`config.mk`:
```
export PLATFORM = sky130hd
export DESIGN_NAME = ex_mdu
export DESIGN_NICKNAME = d
export VERILOG_FILES = /design/src/rtl/ex_mdu.sv
export SDC_FILE = /design/constraint.sdc
export NUM_CORES = 2
export LEC_CHECK = 0
export ABC_AREA = 1
export CORE_ASPECT_RATIO = 0.75
export CORE_MARGIN = 2
export CORE_UTILIZATION = 40
export CTS_BUF_LIST = sky130_fd_sc_hd__clkbuf_4
export CTS_CLUSTER_DIAMETER = 50
export DETAILED_ROUTE_END_ITERATION = 16
export PLACE_DENSITY_LB_ADDON = 0.2
export SETUP_SLACK_MARGIN = 0.15
export SLEW_MARGIN = 20
export SYNTH_ARGS = -nofsm -noshare
export SYNTH_HDL_FRONTEND = slang
export SYNTH_SLANG_ARGS = --single-unit
export TNS_END_PERCENT = 20
```
`constraint.sdc`:
```
create_clock -name clk -period 15.6 [get_ports clk]
set_input_delay 3.12 -clock clk [delete_from_list [all_inputs] [get_ports clk]]
set_output_delay 3.12 -clock clk [all_outputs]
set_load 0.02 [all_outputs]
```
`src/rtl/ex_mdu.sv`:
```
// ex_mdu: RV32M multiply/divide execute unit.
// Pipelined multiplier plus radix-2 restoring divider behind one FSM.
module ex_mdu #(
   parameter int XLEN       = 32,
   parameter int MUL_PIPE   = 1,
   parameter int REG_ADDR_W = 5
) (
   input  logic                  clk,
   input  logic                  rst,
   input  logic                  start_i,
   input  logic [2:0]            funct3_i,
   input  logic [XLEN-1:0]       rs1_data_i,
   input  logic [XLEN-1:0]       rs2_data_i,
   input  logic [REG_ADDR_W-1:0] wreg_addr_i,
   input  logic                  flush_i,
   output logic                  stall_o,
   output logic                  done_o,
   output logic                  wreg_en_o,
   output logic [REG_ADDR_W-1:0] wreg_addr_o,
   output logic [XLEN-1:0]       wreg_data_o
);

   localparam int CW = $clog2(XLEN) + 1;
   localparam logic [XLEN-1:0] MIN_NEG = {1'b1, {(XLEN-1){1'b0}}};

   typedef enum logic [1:0] {
      S_IDLE,
      S_MUL,
      S_DIV,
      S_DONE
   } state_t;

   state_t                r_state;
   logic [1:0]            r_op;
   logic [CW-1:0]         r_cnt;
   logic [XLEN-1:0]       r_rem;
   logic [XLEN-1:0]       r_quo;
   logic [XLEN-1:0]       r_dvs;
   logic                  r_neg_q;
   logic                  r_neg_r;
   logic [2*XLEN-1:0]     r_prod [MUL_PIPE];
   logic                  r_done;
   logic [REG_ADDR_W-1:0] r_waddr;
   logic [XLEN-1:0]       r_wdata;

   logic                  w_accept;
   logic                  w_a_sgn;
   logic                  w_b_sgn;
   logic [2*XLEN-1:0]     w_ax;
   logic [2*XLEN-1:0]     w_bx;
   logic [2*XLEN-1:0]     w_prod;
   logic                  w_dsgn;
   logic                  w_a_neg;
   logic                  w_b_neg;
   logic [XLEN-1:0]       w_a_mag;
   logic [XLEN-1:0]       w_b_mag;
   logic                  w_b_zero;
   logic                  w_ovf;
   logic                  w_special;
   logic [XLEN-1:0]       w_spec_res;
   logic [XLEN:0]         w_trial;
   logic [XLEN:0]         w_diff;
   logic                  w_ge;
   logic [XLEN-1:0]       w_rem_n;
   logic [XLEN-1:0]       w_quo_n;
   logic [XLEN-1:0]       w_div_res;
   logic [XLEN-1:0]       w_mul_res;

   assign w_accept = (r_state == S_IDLE) && start_i && !flush_i;

   // Operands sign/zero extended to the full product width; the low
   // 2*XLEN bits of the product are exact for every sign combination.
   assign w_a_sgn = (funct3_i[1:0] != 2'b11);
   assign w_b_sgn = !funct3_i[1];
   assign w_ax    = {{XLEN{w_a_sgn & rs1_data_i[XLEN-1]}}, rs1_data_i};
   assign w_bx    = {{XLEN{w_b_sgn & rs2_data_i[XLEN-1]}}, rs2_data_i};
   assign w_prod  = w_ax * w_bx;

   assign w_dsgn   = !funct3_i[0];
   assign w_a_neg  = w_dsgn & rs1_data_i[XLEN-1];
   assign w_b_neg  = w_dsgn & rs2_data_i[XLEN-1];
   assign w_a_mag  = w_a_neg ? -rs1_data_i : rs1_data_i;
   assign w_b_mag  = w_b_neg ? -rs2_data_i : rs2_data_i;
   assign w_b_zero = (rs2_data_i == '0);
   assign w_ovf    = w_dsgn && (rs1_data_i == MIN_NEG) && (&rs2_data_i);
   assign w_special = funct3_i[2] && (w_b_zero || w_ovf);

   assign w_spec_res = w_b_zero ? (funct3_i[1] ? rs1_data_i : '1)
                                : (funct3_i[1] ? '0 : rs1_data_i);

   assign w_trial = {r_rem, r_quo[XLEN-1]};
   assign w_diff  = w_trial - {1'b0, r_dvs};
   assign w_ge    = !w_diff[XLEN];
   assign w_rem_n = w_ge ? w_diff[XLEN-1:0] : w_trial[XLEN-1:0];
   assign w_quo_n = {r_quo[XLEN-2:0], w_ge};

   assign w_div_res = r_op[1] ? (r_neg_r ? -w_rem_n : w_rem_n)
                              : (r_neg_q ? -w_quo_n : w_quo_n);

   assign w_mul_res = (r_op == 2'b00) ? r_prod[MUL_PIPE-1][XLEN-1:0]
                                      : r_prod[MUL_PIPE-1][2*XLEN-1:XLEN];

   assign stall_o     = w_accept || (r_state == S_MUL) || (r_state == S_DIV);
   assign done_o      = r_done;
   assign wreg_en_o   = r_done;
   assign wreg_addr_o = r_waddr;
   assign wreg_data_o = r_wdata;

   // Product pipeline: stage 0 loads at accept, later stages shift in MUL.
   always_ff @(posedge clk) begin
      if (rst) begin
         for (int i = 0; i < MUL_PIPE; i++) r_prod[i] <= '0;
      end else begin
         if (w_accept) r_prod[0] <= w_prod;
         if (r_state == S_MUL) begin
            for (int i = 1; i < MUL_PIPE; i++) r_prod[i] <= r_prod[i-1];
         end
      end
   end

   // Control FSM with registered writeback outputs and divider datapath.
   always_ff @(posedge clk) begin
      if (rst) begin
         r_state <= S_IDLE;
         r_op    <= '0;
         r_cnt   <= '0;
         r_rem   <= '0;
         r_quo   <= '0;
         r_dvs   <= '0;
         r_neg_q <= 1'b0;
         r_neg_r <= 1'b0;
         r_done  <= 1'b0;
         r_waddr <= '0;
         r_wdata <= '0;
      end else begin
         r_done <= 1'b0;
         unique case (r_state)
            S_IDLE: begin
               if (w_accept) begin
                  r_op    <= funct3_i[1:0];
                  r_waddr <= wreg_addr_i;
                  r_neg_q <= w_a_neg ^ w_b_neg;
                  r_neg_r <= w_a_neg;
                  r_rem   <= '0;
                  r_quo   <= w_a_mag;
                  r_dvs   <= w_b_mag;
                  if (!funct3_i[2]) begin
                     r_cnt   <= CW'(MUL_PIPE - 1);
                     r_state <= S_MUL;
                  end else if (w_special) begin
                     r_wdata <= w_spec_res;
                     r_done  <= 1'b1;
                     r_state <= S_DONE;
                  end else begin
                     r_cnt   <= CW'(XLEN - 1);
                     r_state <= S_DIV;
                  end
               end
            end
            S_MUL: begin
               if (flush_i) begin
                  r_state <= S_IDLE;
               end else if (r_cnt == '0) begin
                  r_wdata <= w_mul_res;
                  r_done  <= 1'b1;
                  r_state <= S_DONE;
               end else begin
                  r_cnt <= r_cnt - 1'b1;
               end
            end
            S_DIV: begin
               if (flush_i) begin
                  r_state <= S_IDLE;
               end else begin
                  r_rem <= w_rem_n;
                  r_quo <= w_quo_n;
                  if (r_cnt == '0) begin
                     r_wdata <= w_div_res;
                     r_done  <= 1'b1;
                     r_state <= S_DONE;
                  end else begin
                     r_cnt <= r_cnt - 1'b1;
                  end
               end
            end
            S_DONE: r_state <= S_IDLE;
            default: r_state <= S_IDLE;
         endcase
      end
   end

endmodule

```
==> results.json <==
{
  "synth-edff-count": 64,
  "clkLatencyLatePin_ns": 0.93,
  "numCtsBuffers": 56,
  "hold_start": "wreg_data_o[14]$_SDFFE_PP0P_",
  "htreeDepth": 2,
  "cts.sinks": 210,
  "reg2reg_slack_ns": 9.76,
  "whs_path_depth": 2,
  "worst_pin_slew_ns": 1.19,
  "cp-start-kind": "input port",
  "die_height_um": 324,
  "placed_cell_area_um2": 57100,
  "dr.first_iter.drc_count": 5662,
  "worstReg2RegStart": "r_quo[31]$_SDFFE_PP0P_",
  "arrival_ns": 12.91,
  "synthCells": 7304,
  "final_common_cell": "nand2_1",
  "antenna_left": 0,
  "tns_ns": 0,
  "cp_max_fo": 29,
  "r2r_cells": 33,
  "post_cts_buffers": 0,
  "synth-seq-area-share_pct": 8.85,
  "dp_slack_ns": 2.36,
  "crit_required_ns": 16.21,
  "slowest_stage": "fa_1",
  "nNetsFinal": 8660,
  "multi_input_area_um2": 41400,
  "finalHoldWorstSlack_ns": 0.468,
  "synth_fp_nets": 8762,
  "ff_latch_area_um2": 4840,
  "hold_buffers": 0,
  "slew_violations": 0,
  "min_period_ns": 12.30,
  "grt_first_pass_wirelength_um": 309000,
  "layout-drive-gt1-share_pct": 5.39,
  "dr.pass1.iters": 9,
  "hp-class": "reg2reg",
  "syn_area_per_cell_um2": 7.49,
  "synthFlopType": "dfxtp_1",
  "cp-end-kind": "flop",
  "n_fill_cell": 14000,
  "layout_common_cells": "nand2_1, inv_1, fa_1",
  "slew_headroom_pct": 20.7,
  "dp_hpwl_um": 158000,
  "gp_congestion": 1.01,
  "finalInstanceArea_um2": 57900,
  "yosys_warnings": 0,
  "dieArea_um2": 140000,
  "rsz0062_at_grt": "no",
  "root_buffer": "clkbuf_4",
  "port-buffer-count": 115,
  "cts_tree": "yes",
  "holdPathEnd": "wreg_data_o[14]$_SDFFE_PP0P_",
  "grt_usage_pct": 29.5,
  "worst-setup-path-type": "in2reg",
  "yosys_register_bits": 210,
  "fp-row-count": 117,
  "finalClockSkew_ns": 0.206,
  "num_io_pins": 116,
  "clkTransAtPathRegs_ns": 0.06,
  "grt_overflow": 0,
  "yosysUniqueCellTypes": 64,
  "initial_core_util_pct": 40.3,
  "grt_pass1_vias": 48200,
  "hold_viol": 0,
  "maxCapViolCount": 0,
  "setup_viol": 0,
  "ctsResizeCount": 0,
  "finalCritPeriodShare_pct": 78.9,
  "drc_errors": 0,
  "r2r-end": "wreg_data_o[30]$_SDFFE_PP0P_",
  "grt_max_degree": 76,
  "area_growth_pct": 5.71,
  "wirelength_um": 203000,
  "routedWlPerCell_um": 22.4,
  "synthArstFlopShare_pct": 0,
  "core_um2": 136000,
  "antenna_found_initial": 16,
  "viasPerCell": 5.27,
  "clock.fmax_mhz": 81.3,
  "clockBufferDepth": 3,
  "num_vias": 47700,
  "status": "finished clean",
  "syn_area_um2": 54700,
  "fin_ws_ns": 3.30,
  "slowest_delay_ns": 0.88,
  "die_w_um": 431
}
flip-flops by register name, summed over array words and instances (netlist names):
register / count
r_op: 2
r_state: 2
r_neg_q: 1
r_rem: 32
r_prod: 64
r_quo: 32
r_neg_r: 1
done_o: 1
r_dvs: 32
wreg_data_o: 32
wreg_addr_o: 5
r_cnt: 6
metrics by stage:
stage,util (%),std cells
2_1_floorplan,-,7304
3_3_place_gp,42.1,8929
3_5_place_dp,42.1,8929
4_1_cts,42.6,9035
5_1_grt,42.6,9039
6_report,42.6,9043
layer usage:
metal  wire length, um  share of wire (%)  track usage [%]  up-vias
met4              6150                3.0             7.48        6
met5                37              0.018                0        -
met2             83800                 41             42.7     2236
li1                  -                  -                -    21200
met1             90000                 44             43.9    23900
met3             22700                 11             7.14      286
worst max path at each step:
stage               cells after the start  slack [ns]           start                     endpoint
CTS                                    30        3.16     funct3_i[1]  r_prod[0][61]$_SDFFCE_PN0P_
finish                                 30        3.30     funct3_i[1]  r_prod[0][61]$_SDFFCE_PN0P_
detailed placement                     30        2.36     funct3_i[1]  r_prod[0][63]$_SDFFCE_PN0P_
global placement                       30        2.48     funct3_i[1]  r_prod[0][61]$_SDFFCE_PN0P_
floorplan                              31        4.37  rs1_data_i[31]  r_prod[0][61]$_SDFFCE_PN0P_
global route                           30        2.74     funct3_i[1]  r_prod[0][61]$_SDFFCE_PN0P_
area by class of cell:
class	count	area share, %
multi-input combinational	4839	71.5
inverter	1883	12.2
sequential	210	8.37
tap	1785	3.86
timing repair buffer	212	2.74
clock buffer	79	1.02
clock inverter	27	0.212
antenna	8	0.0346
cells by family after synthesis:
logic type / share of synthesized area (%)
AND/OR/NAND/NOR: 19.8
AO/OA/AOI/OAI: 7.59
buffers and inverters: 15.6
XOR/XNOR: 1.09
flip-flops: 8.85
adder cells (fa/ha/maj): 47.1
critical path: cells and delay by family:
family | cells | cell delay [ns]
buf+inv | 9 | 2.21
fa+ha+maj | 9 | 4.94
simple gates | 4 | 1.30
compound gates | 8 | 1.31
Yosys cell counts, types with 20 or more instances:
library cell,count,share of area [%]
or2_2,30,0.34
xnor2_1,28,0.45
nand3_1,182,1.7
nand2_1,1867,13
nor3_1,50,0.46
xor2_1,40,0.64
o21ai_0,221,2.0
nand4_1,44,0.50
nand2_2,32,0.37
fa_1,1126,41
inv_1,1859,13
nor2_1,357,2.4
o21ai_1,26,0.24
clkbuf_1,263,1.8
buf_1,88,0.60
o22ai_1,24,0.27
a21oi_1,346,3.2
edfxtp_1,64,3.5
dfxtp_1,146,5.3
a31oi_1,20,0.23
ha_1,256,5.9
Power is left out: the tool's default activity adds up to more than one toggle a clock period on the data nets, which glitch-free logic cannot reach.
